## src/rtl/uart_boot_pkg.sv

```systemverilog
// rtl/uart_boot_pkg.sv - shared state encoding and error codes for the UART boot loader
package uart_boot_pkg;

  typedef enum logic [3:0] {
    IDLE,
    REQ_LEN,
    WAIT_LEN,
    REQ_WORD,
    WAIT_WORD,
    WRITE,
    REQ_SUM,
    WAIT_SUM,
    DONE,
    ERR
  } state_t;

  localparam logic [1:0] ERR_NONE = 2'd0;
  localparam logic [1:0] ERR_LEN  = 2'd1;
  localparam logic [1:0] ERR_SUM  = 2'd2;

endpackage

```

## src/rtl/uart_boot_loader.sv

```systemverilog
// rtl/uart_boot_loader.sv - loads a length-prefixed UART word stream into instruction memory, then releases the core
// Optional trailing checksum word: UART_BOOT_LOADER_CHECKSUM_EN
module uart_boot_loader
  import uart_boot_pkg::*;
#(
  parameter int          ADDR_W    = 14,
  parameter int          BASE_ADDR = 0,
  parameter int unsigned MAX_WORDS = (32'd1 << ADDR_W) - BASE_ADDR
) (
  input  logic              clk,
  input  logic              rstn,
  input  logic              start,
  output logic              rx_req,
  input  logic              rx_valid,
  input  logic [31:0]       rx_data,
  output logic              mem_we,
  output logic [ADDR_W-1:0] mem_addr,
  output logic [31:0]       mem_wdata,
  output logic              busy,
  output logic              done,
  output logic [1:0]        err,
  output logic              cpu_run
);

  state_t            state;
  logic [31:0]       n;
  logic [31:0]       count;
  logic [ADDR_W-1:0] addr;
`ifdef UART_BOOT_LOADER_CHECKSUM_EN
  logic [31:0]       sum;
`endif

  always_ff @(posedge clk) begin
    if (!rstn) begin
      state     <= IDLE;
      n         <= '0;
      count     <= '0;
      addr      <= ADDR_W'(BASE_ADDR);
      rx_req    <= 1'b0;
      mem_we    <= 1'b0;
      mem_addr  <= '0;
      mem_wdata <= '0;
      busy      <= 1'b0;
      done      <= 1'b0;
      err       <= ERR_NONE;
      cpu_run   <= 1'b0;
`ifdef UART_BOOT_LOADER_CHECKSUM_EN
      sum       <= '0;
`endif
    end else begin
      case (state)
        IDLE: begin
          if (start) begin
            state  <= REQ_LEN;
            rx_req <= 1'b1;
            busy   <= 1'b1;
          end
        end
        REQ_LEN: begin
          rx_req <= 1'b0;
          state  <= WAIT_LEN;
        end
        WAIT_LEN: begin
          if (rx_valid) begin
            n <= rx_data;
            if (rx_data == 32'd0) begin
`ifdef UART_BOOT_LOADER_CHECKSUM_EN
              state  <= REQ_SUM;
              rx_req <= 1'b1;
`else
              state   <= DONE;
              busy    <= 1'b0;
              done    <= 1'b1;
              cpu_run <= 1'b1;
`endif
            end else if (rx_data > MAX_WORDS) begin
              state <= ERR;
              busy  <= 1'b0;
              err   <= ERR_LEN;
            end else begin
              state  <= REQ_WORD;
              rx_req <= 1'b1;
            end
          end
        end
        REQ_WORD: begin
          rx_req <= 1'b0;
          state  <= WAIT_WORD;
        end
        WAIT_WORD: begin
          // mem_addr/mem_wdata are loaded here so they stay put after the write
          if (rx_valid) begin
            mem_wdata <= rx_data;
            mem_addr  <= addr;
            mem_we    <= 1'b1;
            state     <= WRITE;
          end
        end
        WRITE: begin
          mem_we <= 1'b0;
          addr   <= addr + 1'b1;
          count  <= count + 32'd1;
`ifdef UART_BOOT_LOADER_CHECKSUM_EN
          sum    <= sum + mem_wdata;
`endif
          if (count + 32'd1 == n) begin
`ifdef UART_BOOT_LOADER_CHECKSUM_EN
            state  <= REQ_SUM;
            rx_req <= 1'b1;
`else
            state   <= DONE;
            busy    <= 1'b0;
            done    <= 1'b1;
            cpu_run <= 1'b1;
`endif
          end else begin
            state  <= REQ_WORD;
            rx_req <= 1'b1;
          end
        end
`ifdef UART_BOOT_LOADER_CHECKSUM_EN
        REQ_SUM: begin
          rx_req <= 1'b0;
          state  <= WAIT_SUM;
        end
        WAIT_SUM: begin
          if (rx_valid) begin
            busy <= 1'b0;
            if (rx_data == sum) begin
              state   <= DONE;
              done    <= 1'b1;
              cpu_run <= 1'b1;
            end else begin
              state <= ERR;
              err   <= ERR_SUM;
            end
          end
        end
`endif
        DONE: begin
          state <= DONE;
        end
        ERR: begin
          state <= ERR;
        end
        default: begin
          state <= IDLE;
        end
      endcase
    end
  end

endmodule

```

## config.mk

```make
export PLATFORM = sky130hd
export DESIGN_NAME = uart_boot_loader
export DESIGN_NICKNAME = d
export VERILOG_FILES = /design/src/rtl/uart_boot_pkg.sv /design/src/rtl/uart_boot_loader.sv
export SDC_FILE = /design/constraint.sdc
export NUM_CORES = 1
export LEC_CHECK = 0
export CAP_MARGIN = 10
export CORE_MARGIN = 1.5
export CORE_UTILIZATION = 50
export DETAILED_ROUTE_END_ITERATION = 10
export PLACE_DENSITY = 0.75
export RECOVER_POWER = 100
export SETUP_SLACK_MARGIN = 0.1
export SLEW_MARGIN = 20
export SYNTH_ARGS = -nofsm -noshare
export SYNTH_HDL_FRONTEND = slang
export SYNTH_SLANG_ARGS = --single-unit
```

## constraint.sdc

```tcl
create_clock -name clk -period 2.75 [get_ports clk]
set_input_delay 0.55 -clock clk [delete_from_list [all_inputs] [get_ports clk]]
set_output_delay 0.55 -clock clk [all_outputs]
set_load 0.03 [all_outputs]
```

==> results_dict.tcl <==
set metrics [dict create \
    run_status "completed" \
    worst_pin_slew_ns 0.875 \
    min_period_ns 2.68 \
    r2r_cells 10 \
    chipHeight_um 116 \
    port_buffers 87 \
    ant_nets 0 \
    htreeDepth 4 \
    path_class "reg -> reg" \
    synth_cell_types 57 \
    core_um2 12600 \
    grtUsageTotal 0.283 \
    grt_pass1_vias 5851 \
    overflow 0 \
    n_antenna_cell 0 \
    ys.warnings.count 0 \
    syn-cell-area_um2 6430 \
    finClkSkew_ns 0.00874 \
    ys_async_sr_fraction 0 \
    routabilityCongestion 0.923 \
    ys.flop_type "dfxtp_1" \
    ys_seq_area_frac 0.414 \
    yosysTopAreaCell "dfxtp_1" \
    die_area_um2 13500 \
    layoutNonFillerInstCount 1147 \
    powerDensity_nw_per_um2 532 \
    areaGrowthSynthToFinish_pct 33.4 \
    critical_path.endpoint "cpu_run$_SDFFE_PN0P_" \
    layout.cells.most_common "nand2_1" \
    layout.nets 1001 \
    first_pass_iters 7 \
    reg2reg_slack_ns 0.07 \
    tritoncts "built" \
    antenna_found_initial 0 \
    synth_edf_count 0 \
    drc 0 \
    vias 6291 \
    drive_above_1_share 0.153 \
    clockBufferDepth 2 \
    fillCellCount 1024 \
    clock-root-buffer "clkbuf_16" \
    numCtsBuffers 17 \
    r2r_end "cpu_run$_SDFFE_PN0P_" \
    setup_violations 0 \
    crit_path_end_kind "register" \
    viasPerCell 5.48 \
    ioPinCount 89 \
    wl_mm 18.4 \
    fmax_mhz 373 \
    worst-path-max-fanout 4 \
    peakVddDrop_v 0.000564 \
    cp_data_arrival_time_ns 3.05 \
    syn_inst 822 \
    hold_path_class "reg -> reg" \
    clk_latency_ns 0.42 \
    drt_iter0_drc 564 \
    crit_path_start_kind "register" \
    required_ns 3.12 \
    grt_max_degree 40 \
    slew_headroom 0.417 \
    rsz0062_at_grt "true" \
    numClockSinks 133 \
    rr_startpoint "count[6]$_SDFFE_PN0P_" \
    hpwl_mm 13.2 \
    layout_common_cells "194 x nand2_1, 122 x dfxtp_1, 96 x a21oi_1" \
    grt_first_pass_wirelength_mm 29.6 \
    post_drt_wl_per_cell_um 16.1 \
    ys_ff_latch 133 \
    crit_start "count[6]$_SDFFE_PN0P_" \
    hold_viol 0 \
    dp.cells 1112 \
    ys_top_cells_by_area "dfxtp_1 41%, nand2_1 11%, a21oi_1 7.5%, xnor2_1 7.1%, xor2_1 4.8%" \
    syn_area_per_cell_um2 7.82 \
    postSynthNetCount 861 \
    synth_top_area_frac 0.414 \
    slew_violations 0 \
    num_rows 41 \
    initial_core_util 0.511 \
    dieWidth_um 116 \
    clkSlewWorstSetupHoldPaths_ns 0.06 \
    fin_util 0.682 \
    leakagePower_uw 0.00321 \
    fin_crit_sh 0.976 \
    drv_cap 0 \
]
-- critical path, stage by stage (launching register included) --
cell and delay [ns]:
dfxtp_2 0.32, buf_4 0.09, buf_4 0.13, nand4_1 0.22, nor3_2 0.35, a21oi_1 0.12, nor4_1 0.34, nand4_1 0.20
or3b_4 0.46, nor3_4 0.24, o311a_1 0.17
-- synth_stat cells, types with 3 or more instances --
| library cell | number |
|---|---|
| a21oi_1 | 96 |
| a31oi_1 | 3 |
| and2_1 | 5 |
| and3_1 | 15 |
| and4_1 | 6 |
| buf_1 | 3 |
| buf_2 | 8 |
| buf_4 | 3 |
| clkbuf_1 | 36 |
| dfxtp_1 | 133 |
| ha_1 | 3 |
| inv_1 | 4 |
| mux2i_1 | 5 |
| nand2_1 | 194 |
| nand3_1 | 21 |
| nand3b_1 | 5 |
| nand4_1 | 22 |
| nand4b_1 | 3 |
| nor2_1 | 68 |
| nor2b_1 | 4 |
| nor3_1 | 17 |
| nor4_1 | 20 |
| nor4_4 | 3 |
| o21ai_0 | 11 |
| or3_1 | 9 |
| xnor2_1 | 52 |
| xor2_1 | 35 |
-- cell families after synthesis --
family                     after synthesis  share of synthesized area
and+or+nand+nor                        408                      0.305
DFF                                    133                      0.414
AOI/OAI and AO/OA                      128                      0.110
xor gates and xnor gates                87                      0.119
buffers and inverters                   56                     0.0362
muxes                                    6                    0.00954
adders and majority gates                3                    0.00584
other                                    1                   0.000583
-- metrics by stage --
stage | power, µW | setup slack, ns | setup TNS, ns | hold slack, ns | area, µm²
3_3_place_gp | 2450 | -0.0457 | -0.100 | 0.441 | 7990
4_1_cts | 4590 | 0.104 | 0 | 0.455 | 8610
5_1_grt | 4700 | -0.104 | -0.302 | 0.465 | 8580
2_1_floorplan | 2260 | 0.129 | 0 | 0.444 | 6450
3_5_place_dp | 2450 | -0.0502 | -0.134 | 0.447 | 7990
6_report | 4560 | 0.0661 | 0 | 0.449 | 8580
-- where the power goes --
part / leakage (µW) / switching (µW) / internal [µW] / total [µW]
Clock: 0.000252 / 899 / 1250 / 2150
Sequential: 0.00108 / 32.6 / 1960 / 2000
Combinational: 0.00188 / 246 / 172 / 418
Total: 0.00321 / 1180 / 3380 / 4560
-- worst min path at each step --
stage                                    startpoint                        end  cells after the start
after floorplan               addr[13]$_SDFFE_PN0P_  mem_addr[13]$_SDFFE_PN0P_                      2
after global placement    mem_addr[12]$_SDFFE_PN0P_  mem_addr[12]$_SDFFE_PN0P_                      2
after detailed placement  mem_wdata[6]$_SDFFE_PN0P_  mem_wdata[6]$_SDFFE_PN0P_                      2
after CTS                 mem_wdata[6]$_SDFFE_PN0P_  mem_wdata[6]$_SDFFE_PN0P_                      2
after global routing      mem_wdata[6]$_SDFFE_PN0P_  mem_wdata[6]$_SDFFE_PN0P_                      2
final                     mem_addr[12]$_SDFFE_PN0P_  mem_addr[12]$_SDFFE_PN0P_                      2
-- state kept, by name (all words and copies together), names as in the netlist --
register / cells
count: 32
mem_wdata: 32
n: 32
addr: 14
mem_addr: 14
state: 4
busy: 1
cpu_run: 1
err: 1
mem_we: 1
rx_req: 1
-- metal layers --
metal	up-vias	wire length, µm	part of all wire	track usage
met5	-	0	0	0
met4	0	269	0.015	0.0870
met3	26	1250	0.068	0.0701
met2	218	8520	0.46	0.432
met1	2956	8390	0.46	0.396
li1	3091	-	-	-
-- timing repair --
| item | 4_1_cts | 5_1_grt |
|---|---|---|
| gates resized for setup | 18 | 12 |
| hold buffers | 0 | 0 |
| setup buffers | 1 | 2 |
| hold endpoints to repair | 0 | 0 |
| pin swaps | 8 | 4 |
| endpoints found under the setup margin | 6 | 6 |
-- area by class of cell --
cell class | count | area, µm² | share of cell area
multi-input combinational | 633 | 3620 | 0.423
sequential | 133 | 2680 | 0.312
timing repair buffer | 172 | 1480 | 0.173
clock buffer | 18 | 429 | 0.0500
tap | 172 | 215 | 0.0251
clock inverter | 14 | 128 | 0.0149
inverter | 5 | 20.0 | 0.00233
Note: power is estimated with default switching activity, not from simulation.
